File: config.mk
export PLATFORM = sky130hd
export DESIGN_NAME = hex_entry_controller
export DESIGN_NICKNAME = d
export VERILOG_FILES = /design/src/rtl/hex_entry_controller.sv
export SDC_FILE = /design/constraint.sdc
export NUM_CORES = 1
export LEC_CHECK = 0
export CAP_MARGIN = 20
export CORE_ASPECT_RATIO = 1.2
export CORE_UTILIZATION = 40
export CTS_CLUSTER_SIZE = 40
export DETAILED_ROUTE_END_ITERATION = 10
export GPL_TIMING_DRIVEN = 0
export HOLD_SLACK_MARGIN = 0.05
export SYNTH_ARGS = -nofsm -noshare
export SYNTH_HDL_FRONTEND = slang
export SYNTH_SLANG_ARGS = --single-unit
export TNS_END_PERCENT = 10
File: constraint.sdc
create_clock -name clk -period 3.16 [get_ports clk]
set_input_delay 0.632 -clock clk [delete_from_list [all_inputs] [get_ports clk]]
set_output_delay 0.632 -clock clk [all_outputs]
set_load 0.02 [all_outputs]
File: src/rtl/hex_entry_controller.sv
// Five-button hex entry controller: synchronize, debounce, edge-detect
// and edit a 32-nibble value. Macro AUTO_REPEAT_EN enables up/down repeat.
module hex_entry_controller #(
    parameter int DEBOUNCE_CYCLES = 1000000,
    parameter int REPEAT_DELAY    = 50000000,
    parameter int REPEAT_RATE     = 10000000
) (
    input  logic         clk,
    input  logic         rst_n,
    input  logic         btn_up,
    input  logic         btn_down,
    input  logic         btn_left,
    input  logic         btn_right,
    input  logic         btn_center,
    input  logic         clr,
    output logic [127:0] data,
    output logic         data_valid,
    output logic         editing,
    output logic [4:0]   cursor,
    output logic [2:0]   digit_sel
);

    // Button bit order: 0 up, 1 down, 2 left, 3 right, 4 center
    localparam int CW = $clog2(DEBOUNCE_CYCLES + 1);
    localparam logic [CW-1:0] DB_LAST = CW'(DEBOUNCE_CYCLES - 1);

    typedef enum logic {IDLE, EDIT} state_t;

    logic [4:0]    raw;
    logic [4:0]    s1_q, s2_q;
    logic [4:0]    stb_q, stb_prev_q;
    logic [4:0]    press_q;
    logic [CW-1:0] cnt_q [5];
    logic [4:0]    ev;

    state_t        state_q;
    logic [127:0]  data_q;
    logic [4:0]    cursor_q;
    logic          valid_q;
    logic [6:0]    msb;
    logic [3:0]    cur_nib;

    assign raw = {btn_center, btn_right, btn_left, btn_down, btn_up};

    // Two-flop synchronizers, counter debouncers and rising-edge press pulses
    always_ff @(posedge clk or negedge rst_n) begin
        if (!rst_n) begin
            s1_q       <= '0;
            s2_q       <= '0;
            stb_q      <= '0;
            stb_prev_q <= '0;
            press_q    <= '0;
            for (int i = 0; i < 5; i++) cnt_q[i] <= '0;
        end else begin
            s1_q       <= raw;
            s2_q       <= s1_q;
            stb_prev_q <= stb_q;
            press_q    <= stb_q & ~stb_prev_q;
            for (int i = 0; i < 5; i++) begin
                if (s2_q[i] == stb_q[i]) begin
                    cnt_q[i] <= '0;
                end else if (cnt_q[i] == DB_LAST) begin
                    cnt_q[i] <= '0;
                    stb_q[i] <= s2_q[i];
                end else begin
                    cnt_q[i] <= cnt_q[i] + 1'b1;
                end
            end
        end
    end

`ifdef AUTO_REPEAT_EN
    localparam int RMAX = (REPEAT_DELAY > REPEAT_RATE) ? REPEAT_DELAY : REPEAT_RATE;
    localparam int RW = $clog2(RMAX + 1);
    localparam logic [RW-1:0] R_DLY = RW'(REPEAT_DELAY);
    localparam logic [RW-1:0] R_RT  = RW'(REPEAT_RATE);

    logic [RW-1:0] rcnt_q [2];
    logic [1:0]    rphase_q;
    logic [1:0]    rep_q;

    // Hold timers for up/down; first repeat after the delay, then at the rate
    always_ff @(posedge clk or negedge rst_n) begin
        if (!rst_n) begin
            rphase_q <= '0;
            rep_q    <= '0;
            for (int i = 0; i < 2; i++) rcnt_q[i] <= '0;
        end else begin
            for (int i = 0; i < 2; i++) begin
                rep_q[i] <= 1'b0;
                if (stb_q[i] && state_q == EDIT) begin
                    if (rcnt_q[i] == (rphase_q[i] ? R_RT : R_DLY)) begin
                        rep_q[i]    <= 1'b1;
                        rcnt_q[i]   <= RW'(1);
                        rphase_q[i] <= 1'b1;
                    end else begin
                        rcnt_q[i] <= rcnt_q[i] + 1'b1;
                    end
                end else begin
                    rcnt_q[i]   <= '0;
                    rphase_q[i] <= 1'b0;
                end
            end
        end
    end

    assign ev = {press_q[4:2], press_q[1:0] | rep_q};
`else
    assign ev = press_q;
`endif

    assign msb     = 7'd127 - {cursor_q, 2'b00};
    assign cur_nib = data_q[msb -: 4];

    // Edit FSM: one event per cycle, center > up > down > right > left
    always_ff @(posedge clk or negedge rst_n) begin
        if (!rst_n) begin
            state_q  <= IDLE;
            data_q   <= '0;
            cursor_q <= '0;
            valid_q  <= 1'b0;
        end else begin
            valid_q <= 1'b0;
            if (clr) begin
                state_q  <= IDLE;
                data_q   <= '0;
                cursor_q <= '0;
            end else begin
                case (state_q)
                    IDLE: begin
                        if (ev[4]) begin
                            state_q  <= EDIT;
                            cursor_q <= '0;
                        end
                    end
                    EDIT: begin
                        if (ev[4]) begin
                            state_q <= IDLE;
                            valid_q <= 1'b1;
                        end else if (ev[0]) begin
                            data_q[msb -: 4] <= cur_nib + 4'd1;
                        end else if (ev[1]) begin
                            data_q[msb -: 4] <= cur_nib - 4'd1;
                        end else if (ev[3]) begin
                            cursor_q <= cursor_q + 5'd1;
                        end else if (ev[2]) begin
                            cursor_q <= cursor_q - 5'd1;
                        end
                    end
                    default: state_q <= IDLE;
                endcase
            end
        end
    end

    assign data       = data_q;
    assign data_valid = valid_q;
    assign editing    = (state_q == EDIT);
    assign cursor     = cursor_q;
    assign digit_sel  = {1'b0, cursor_q[4:3]};

endmodule

==> results.sh, run 1 <==
export IMPL_r2r_end="data[78]$_DFFE_PN0P_"
export IMPL_final_antenna_net_count=0
export IMPL_route_detailed_wl_per_inst_um=21.2
export IMPL_clock_tree_root_cell="sky130_fd_sc_hd__clkbuf_16"
export IMPL_worstSetupStartpoint="cursor[3]$_DFFE_PN0P_"
export IMPL_ir_worst_vdd_mv=0.468
export IMPL_floorplan_initialDensity_pct=40.8
export IMPL_grt_start_max_net_pins=102
export IMPL_yosys_area_share_adder_pct=1.19
export IMPL_number_of_top_level_pins=146
export IMPL_holdBufCountCts=0
export IMPL_global_route_wire_length_before_repair_um=64400
export IMPL_ys_dominant_reg_cell="sky130_fd_sc_hd__dfrtp_1"
export IMPL_yosysTopAreaCell="sky130_fd_sc_hd__dfrtp_1"
export IMPL_grt_setup_unrepaired="true"
export IMPL_path_class="flip-flop to flip-flop"
export IMPL_post_route_cells_drive_above_1_share_pct=11.5
export IMPL_layout_filler_cells=2985
export IMPL_power_density_nw_per_um2=418
export IMPL_setup_tns_final_ps=0
export IMPL_share_of_the_synthesized_area_in_compound_gates_ao_oa_aoi_oai_pct=11.6
export IMPL_number_of_antenna_violations_at_the_first_check_in_global_routing=0
export IMPL_finish_instance_area_um2=16500
export IMPL_drv_cap=0
export IMPL_final_cells=1994
export IMPL_share_of_async_settable_or_async_resettable_flops_after_synthesis_pct=100
export IMPL_globalRoute_totalOverflow=0
export IMPL_period_minus_slack_ps=3130
export IMPL_wirelength_um=42200
export IMPL_reg_to_reg_slack_setup_ps=30
export IMPL_synth_nets=1388
export IMPL_reg2reg_depth=14
export IMPL_cts_max_level=1
export IMPL_crit_path_cell_trace="buf_2 -> buf_2 -> nor2_1 -> a32oi_2 -> o211ai_4 -> buf_8 -> inv_1 -> ha_2 -> mux2i_4 -> a21o_1 -> a21oi_4 -> buf_6 -> nand2_2 -> o31ai_2"
export IMPL_crit_path_max_incr_delay_ps=510
export IMPL_timing_critical_path_fanout_max=10
export IMPL_dp_hpwl_um=29900
export IMPL_clock_skew_final_ps=8.95
export IMPL_run_status="finished, final reports clean"
export IMPL_register_area_um2=6510
export IMPL_synth_commonest_cells="260 x sky130_fd_sc_hd__dfrtp_1, 175 x sky130_fd_sc_hd__nor2_1, 162 x sky130_fd_sc_hd__nand2_1"
export IMPL_cp_common_cell="sky130_fd_sc_hd__buf_2"
export IMPL_max_clock_path_buffers=3
export IMPL_floorplan_die_height_um=201
export IMPL_clock_pin_slew_reported_for_the_worst_setup_and_hold_paths_after_clock_tree_synthesis_ps=60
export IMPL_detailedRoute_firstPassIterationCount=6
export IMPL_ys_seq_area_share_pct=49.3
export IMPL_max_slew_worst_pin_slew_ps=1100
export IMPL_max_clock_freq_ghz=0.320
export IMPL_critical_path_reg2reg_startpoint="cursor[3]$_DFFE_PN0P_"
export IMPL_synth_lib_cells_used_distinct=57
export IMPL_port_buffer_count=143
export IMPL_final_hold_viol_count=0
export IMPL_design_final_nets=1585
export IMPL_core_rowCount=72
export IMPL_endpoint="data[78]$_DFFE_PN0P_"
export IMPL_synth_mux_area_share_pct=7.66
export IMPL_num_antenna_cells=0
export IMPL_num_vias=11500
export IMPL_synth_most_common_cell="sky130_fd_sc_hd__dfrtp_1"
export IMPL_area_delta_synth_final_pct=25.2
export IMPL_tritoncts="built"
export IMPL_synth_simple_area_share_pct=20.4
export IMPL_dieWidth_um=168
export IMPL_timing_final_max_slew_violations=0
export IMPL_globalplace_congestion=0.932
export IMPL_critical_path_depth=14
export IMPL_synth_top_family_by_area="simple AND/OR/NAND/NOR gates"
export IMPL_insertion_delay_ps=550
export IMPL_start_kind="flip-flop"
export IMPL_synthesis_area_per_instance_um2=9.65
export IMPL_core_region_area_um2=32300
export IMPL_synth_xor_xnor_area_share_pct=5.64
export IMPL_slew_limit_headroom_pct=25.9
export IMPL_multiInputGateArea_um2=6280
export IMPL_postSynthRegisterBits=260
export IMPL_worst_hold_path_type="input pin to asynchronous set/reset pin"
export IMPL_drc=0
export IMPL_design_die_area_um2=33700
export IMPL_static_leakage_power_nw=6.68
export IMPL_cts_made_buffers=29
export IMPL_synthTopCellsByArea="sky130_fd_sc_hd__dfrtp_1 49%, sky130_fd_sc_hd__nor2_1 5.0%, sky130_fd_sc_hd__a21oi_1 4.9%"
export IMPL_critical_path_slowest_cell="sky130_fd_sc_hd__dfrtp_2"
export IMPL_dp_cell_count=1923
export IMPL_setup_viol=0
export IMPL_warning_count_from_the_yosys_run=0
export IMPL_grt_usage_pct=24.8
export IMPL_worst_setup_path_end_kind="flip-flop"
export IMPL_synth_enable_flop_cells=0
export IMPL_netlist_area_leader_share_pct=49.3
export IMPL_clkSinkCount=260
export IMPL_placed_cell_area_um2=15200
export IMPL_viasPerCell=5.77
export IMPL_synth_cells=1368
export IMPL_count_of_buffer_and_inverter_cells_on_the_critical_path=5
export IMPL_first_global_vias=11100
export IMPL_synth_cell_area_um2=13200
export IMPL_initialDrtViolationCount=1050
export IMPL_worst_ep_arrival_time_ps=3590
export IMPL_min_period_over_period_pct=99.0
export IMPL_worst_path_dominant_cell_family="compound AO/OA/AOI/OAI gates"
export IMPL_worst_endpoint_required_ps=3620
-- power breakdown --
| part | total (mW) | leakage (nW) | internal, mW | switching, mW |
|---|---|---|---|---|
| clock network | 3.36 | 0.458 | 1.95 | 1.41 |
| registers | 3.37 | 3.59 | 3.35 | 0.0178 |
| logic | 0.183 | 2.63 | 0.0407 | 0.143 |
| total | 6.91 | 6.68 | 5.35 | 1.57 |
-- metal layers --
| metal | vias up | track usage (%) | share of wire [%] |
|---|---|---|---|
| met4 | 0 | 15.3 | 6.9 |
| met5 | - | 0 | 0 |
| met3 | 153 | 5.36 | 8.2 |
| met1 | 5606 | 31.1 | 39 |
| li1 | 5201 | - | - |
| met2 | 547 | 39.2 | 46 |
-- placed cells by master (no fill, tap or decap), types with 8 or more instances in the layout --
| master | instances |
|---|---|
| sky130_fd_sc_hd__nor3_1 | 25 |
| sky130_fd_sc_hd__nor2_1 | 172 |
| sky130_fd_sc_hd__clkdlybuf4s50_1 | 142 |
| sky130_fd_sc_hd__buf_2 | 10 |
| sky130_fd_sc_hd__mux2i_1 | 37 |
| sky130_fd_sc_hd__and4b_1 | 22 |
| sky130_fd_sc_hd__or3_1 | 14 |
| sky130_fd_sc_hd__nand4_1 | 11 |
| sky130_fd_sc_hd__o21ai_0 | 106 |
| sky130_fd_sc_hd__buf_4 | 26 |
| sky130_fd_sc_hd__nor2b_1 | 17 |
| sky130_fd_sc_hd__xor2_1 | 37 |
| sky130_fd_sc_hd__buf_6 | 9 |
| sky130_fd_sc_hd__xnor2_1 | 48 |
| sky130_fd_sc_hd__nor4_2 | 10 |
| sky130_fd_sc_hd__mux4_2 | 22 |
| sky130_fd_sc_hd__a21oi_1 | 121 |
| sky130_fd_sc_hd__clkbuf_16 | 30 |
| sky130_fd_sc_hd__ha_1 | 9 |
| sky130_fd_sc_hd__inv_1 | 21 |
| sky130_fd_sc_hd__clkbuf_8 | 8 |
| sky130_fd_sc_hd__nor4_1 | 10 |
| sky130_fd_sc_hd__nand3_1 | 50 |
| sky130_fd_sc_hd__clkbuf_1 | 55 |
| sky130_fd_sc_hd__a311oi_1 | 15 |
| sky130_fd_sc_hd__nand2_1 | 160 |
| sky130_fd_sc_hd__and4_1 | 8 |
| sky130_fd_sc_hd__mux2_2 | 9 |
| sky130_fd_sc_hd__dfrtp_1 | 258 |
| sky130_fd_sc_hd__and3_1 | 22 |
-- area by class of cell --
type / instances / area share (%)
clock buffer: 44 / 5.21
buffer: 88 / 3.10
inverter: 23 / 0.530
clock inverter: 9 / 0.492
tap: 407 / 3.08
timing repair buffer: 167 / 10.2
multi-input combinational: 996 / 38.0
sequential: 260 / 39.4
-- registers in the layout, indices dropped and copies added, names as in the netlist, 5 cells and up --
name / cells
s2_q: 5
stb_prev_q: 5
s1_q: 5
data: 128
cursor: 5
ev: 5
stb_q: 5
cnt_q: 100
-- kinds of logic after synthesis --
| kind of cell | Yosys count |
|---|---|
| AND/OR/NAND/NOR | 550 |
| AO/OA/AOI/OAI | 276 |
| multiplexers | 72 |
| flip-flops | 260 |
| buffers and inverters | 112 |
| other | 1 |
| adder cells (fa/ha/maj) | 12 |
| XOR/XNOR | 85 |
-- worst min-delay path by stage --
stage	depth (start not counted)	slack, ps	endpoint
final	1	60	data[107]$_DFFE_PN0P_
after global routing	1	120	data[115]$_DFFE_PN0P_
after CTS	1	90	data[107]$_DFFE_PN0P_
after detailed placement	0	330	s2_q[0]$_DFF_PN0_
after global placement	0	330	s2_q[2]$_DFF_PN0_
after floorplan	0	330	s2_q[0]$_DFF_PN0_
-- per-stage QoR --
step / hold WS (ps) / utilization (%) / setup WS (ps) / power, mW
after floorplan: 331 / - / 14.0 / 3.50
after global placement: 334 / 46.9 / -10110 / 3.61
after detailed placement: 335 / 47.1 / -973 / 3.62
after CTS: 90.2 / 50.5 / -35.0 / 6.97
after global routing: 116 / 51.1 / -35.6 / 7.13
final: 63.3 / 51.1 / 31.0 / 6.91
-- what timing repair did --
action,CTS,global route
setup endpoints to repair,98,87
pin swaps,3,11
gates cloned,0,1
buffers inserted,8,10
resized for setup,27,37
Power figures use the tool's default switching activity.
==> inputs of run 2 (changes only) <==
--- a/config.mk
+++ b/config.mk
@@ -12,6 +12,7 @@
 export DETAILED_ROUTE_END_ITERATION = 10
 export GPL_TIMING_DRIVEN = 0
 export HOLD_SLACK_MARGIN = 0.05
+export MAX_ROUTING_LAYER = met4
 export SYNTH_ARGS = -nofsm -noshare
 export SYNTH_HDL_FRONTEND = slang
 export SYNTH_SLANG_ARGS = --single-unit
==> results.sh, run 2 (synthesis results as in run 1) <==
export IMPL_drc=0
export IMPL_max_clock_freq_ghz=0.321
export IMPL_run_status="finished, final reports clean"
export IMPL_power_density_nw_per_um2=409
export IMPL_floorplan_initialDensity_pct=40.8
export IMPL_holdBufCountCts=0
export IMPL_num_antenna_cells=0
export IMPL_max_clock_path_buffers=3
export IMPL_mostFrequentLayoutCells="258 x sky130_fd_sc_hd__dfrtp_1, 171 x sky130_fd_sc_hd__nor2_1, 158 x sky130_fd_sc_hd__nand2_1, 142 x sky130_fd_sc_hd__clkdlybuf4s50_1, 114 x sky130_fd_sc_hd__a21oi_1"
export IMPL_core_region_area_um2=32300
export IMPL_cts_max_level=1
export IMPL_timing_final_max_slew_violations=0
export IMPL_clock_skew_final_ps=13.8
export IMPL_first_global_vias=11000
export IMPL_area_delta_synth_final_pct=24.8
export IMPL_dp_hpwl_um=29900
export IMPL_port_buffer_count=143
export IMPL_final_core_util_pct=50.9
export IMPL_final_hold_viol_count=0
export IMPL_number_of_top_level_pins=146
export IMPL_post_route_cells_drive_above_1_share_pct=11.6
export IMPL_worst_hold_path_type="input pin to asynchronous set/reset pin"
export IMPL_critical_path_slowest_cell="sky130_fd_sc_hd__a32oi_1"
export IMPL_globalplace_congestion=0.955
export IMPL_worst_ep_arrival_time_ps=3560
export IMPL_max_slew_worst_pin_slew_ps=1150
export IMPL_ir_worst_vdd_mv=0.361
export IMPL_period_minus_slack_ps=3120
export IMPL_final_antenna_net_count=0
export IMPL_num_vias=11400
export IMPL_worst_endpoint_required_ps=3600
export IMPL_placed_cell_area_um2=15200
export IMPL_slew_limit_headroom_pct=22.6
export IMPL_worst_path_dominant_cell_family="buffers and inverters"
export IMPL_detailedRoute_firstPassIterationCount=5
export IMPL_crit_path_max_incr_delay_ps=560
export IMPL_grt_start_max_net_pins=117
export IMPL_cts_made_buffers=29
export IMPL_finish_instance_area_um2=16500
export IMPL_setup_viol=0
export IMPL_clock_tree_root_cell="sky130_fd_sc_hd__clkbuf_16"
export IMPL_wirelength_um=42300
export IMPL_min_period_over_period_pct=98.7
export IMPL_clock_pin_slew_reported_for_the_worst_setup_and_hold_paths_after_clock_tree_synthesis_ps=60
export IMPL_swShare_pct=22.4
export IMPL_path_class="flip-flop to flip-flop"
export IMPL_global_route_wire_length_before_repair_um=65300
export IMPL_tritoncts="built"
export IMPL_hold_ws_ps=38.3
export IMPL_setup_tns_final_ps=0
export IMPL_core_rowCount=72
export IMPL_design_die_area_um2=33700
export IMPL_dieWidth_um=168
export IMPL_globalRoute_totalOverflow=0
export IMPL_worst_setup_path_end_kind="flip-flop"
export IMPL_number_of_antenna_violations_at_the_first_check_in_global_routing=0
export IMPL_net_switching_power_mw=1.51
export IMPL_drv_cap=0
export IMPL_start_kind="flip-flop"
export IMPL_route_detailed_wl_per_inst_um=21.3
export IMPL_power_internal_mw=5.23
export IMPL_grt_setup_unrepaired="true"
export IMPL_initialDrtViolationCount=1175
export IMPL_insertion_delay_ps=550
export IMPL_grt_usage_pct=25.9
export IMPL_floorplan_die_height_um=201
export IMPL_count_of_buffer_and_inverter_cells_on_the_critical_path=4
export IMPL_static_leakage_power_nw=6.65
export IMPL_viasPerCell=5.73
export IMPL_design_final_nets=1584
export IMPL_layout_commonest_cell="sky130_fd_sc_hd__dfrtp_1"
export IMPL_timing_critical_path_fanout_max=10
export IMPL_clkSinkCount=260
export IMPL_pwr_share_comb_pct=2.7
export IMPL_number_of_flip_flops_under_the_largest_register_name=128
export IMPL_portion_of_total_power_attributed_to_sequential_cells_pct=50.0
export IMPL_crit_path_cell_trace="buf_4 -> buf_2 -> nand2_1 -> a32oi_1 -> a21oi_1 -> nand3b_1 -> buf_4 -> clkbuf_1 -> a21oi_1 -> nor4_2"
export IMPL_share_clk_of_total_power_pct=47.2
-- run 2: cell types whose count changed in the layout (fill, tap and decap cells not counted), moves of 3 or more --
cell / delta
sky130_fd_sc_hd__a21oi_2: +7
sky130_fd_sc_hd__clkinvlp_4: -3
sky130_fd_sc_hd__a21oi_1: -7
sky130_fd_sc_hd__buf_4: -3
-- run 2: cell type report --
cell class                      count  area, um2
Buffer                             88        513
Clock buffer                       44        852
Clock inverter                      4       23.8
Fill cell                        2944      15900
Inverter                           23       87.6
Multi-Input combinational cell    996       6300
Sequential cell                   260       6510
Tap cell                          407        509
Timing Repair Buffer              166       1680
-- run 2: through the flow --
stage	cells	setup WS, ps	total power, mW
floorplan	1368	14.0	3.50
global placement	1918	-10120	3.61
detailed placement	1923	-1130	3.62
CTS	1980	-0.283	6.80
global route	1988	-54.0	6.95
finish	1988	40.3	6.73
-- run 2: per-layer routing --
metal,vias to the layer above,wire (um),global-route usage [%]
met5,-,0,-
met4,0,2330,13.2
met3,144,3280,4.51
met2,532,20000,40.7
met1,5521,16700,32.0
li1,5189,-,-
-- run 2: final timing paths --
kind                                        from                    to  slack [ps]  depth (start not counted)
max in group asynchronous                  rst_n   cnt_q[88]$_DFF_PN0_        2110                          2
min reg2reg                    s1_q[0]$_DFF_PN0_     s2_q[0]$_DFF_PN0_         350                          0
max                        cursor[1]$_DFFE_PN0P_  data[31]$_DFFE_PN0P_          40                         10
min in group clk               s1_q[0]$_DFF_PN0_     s2_q[0]$_DFF_PN0_         350                          0
min                                        rst_n  data[99]$_DFFE_PN0P_          40                          1
max reg2reg                cursor[1]$_DFFE_PN0P_  data[31]$_DFFE_PN0P_          40                         10
-- run 2: what timing repair did --
action,CTS,global route
gates cloned,2,0
gates resized for setup,40,33
setup endpoints to repair,101,89
pin swaps,10,9
setup buffers,8,8
-- run 2: power by group through the flow --
stage	combinational, mW	sequential, mW	clock (mW)
2_1_floorplan	0.0711	3.43	0
3_3_place_gp	0.177	3.43	0
3_5_place_dp	0.186	3.43	0
4_1_cts	0.187	3.37	3.24
5_1_grt	0.210	3.37	3.37
6_report	0.182	3.37	3.18
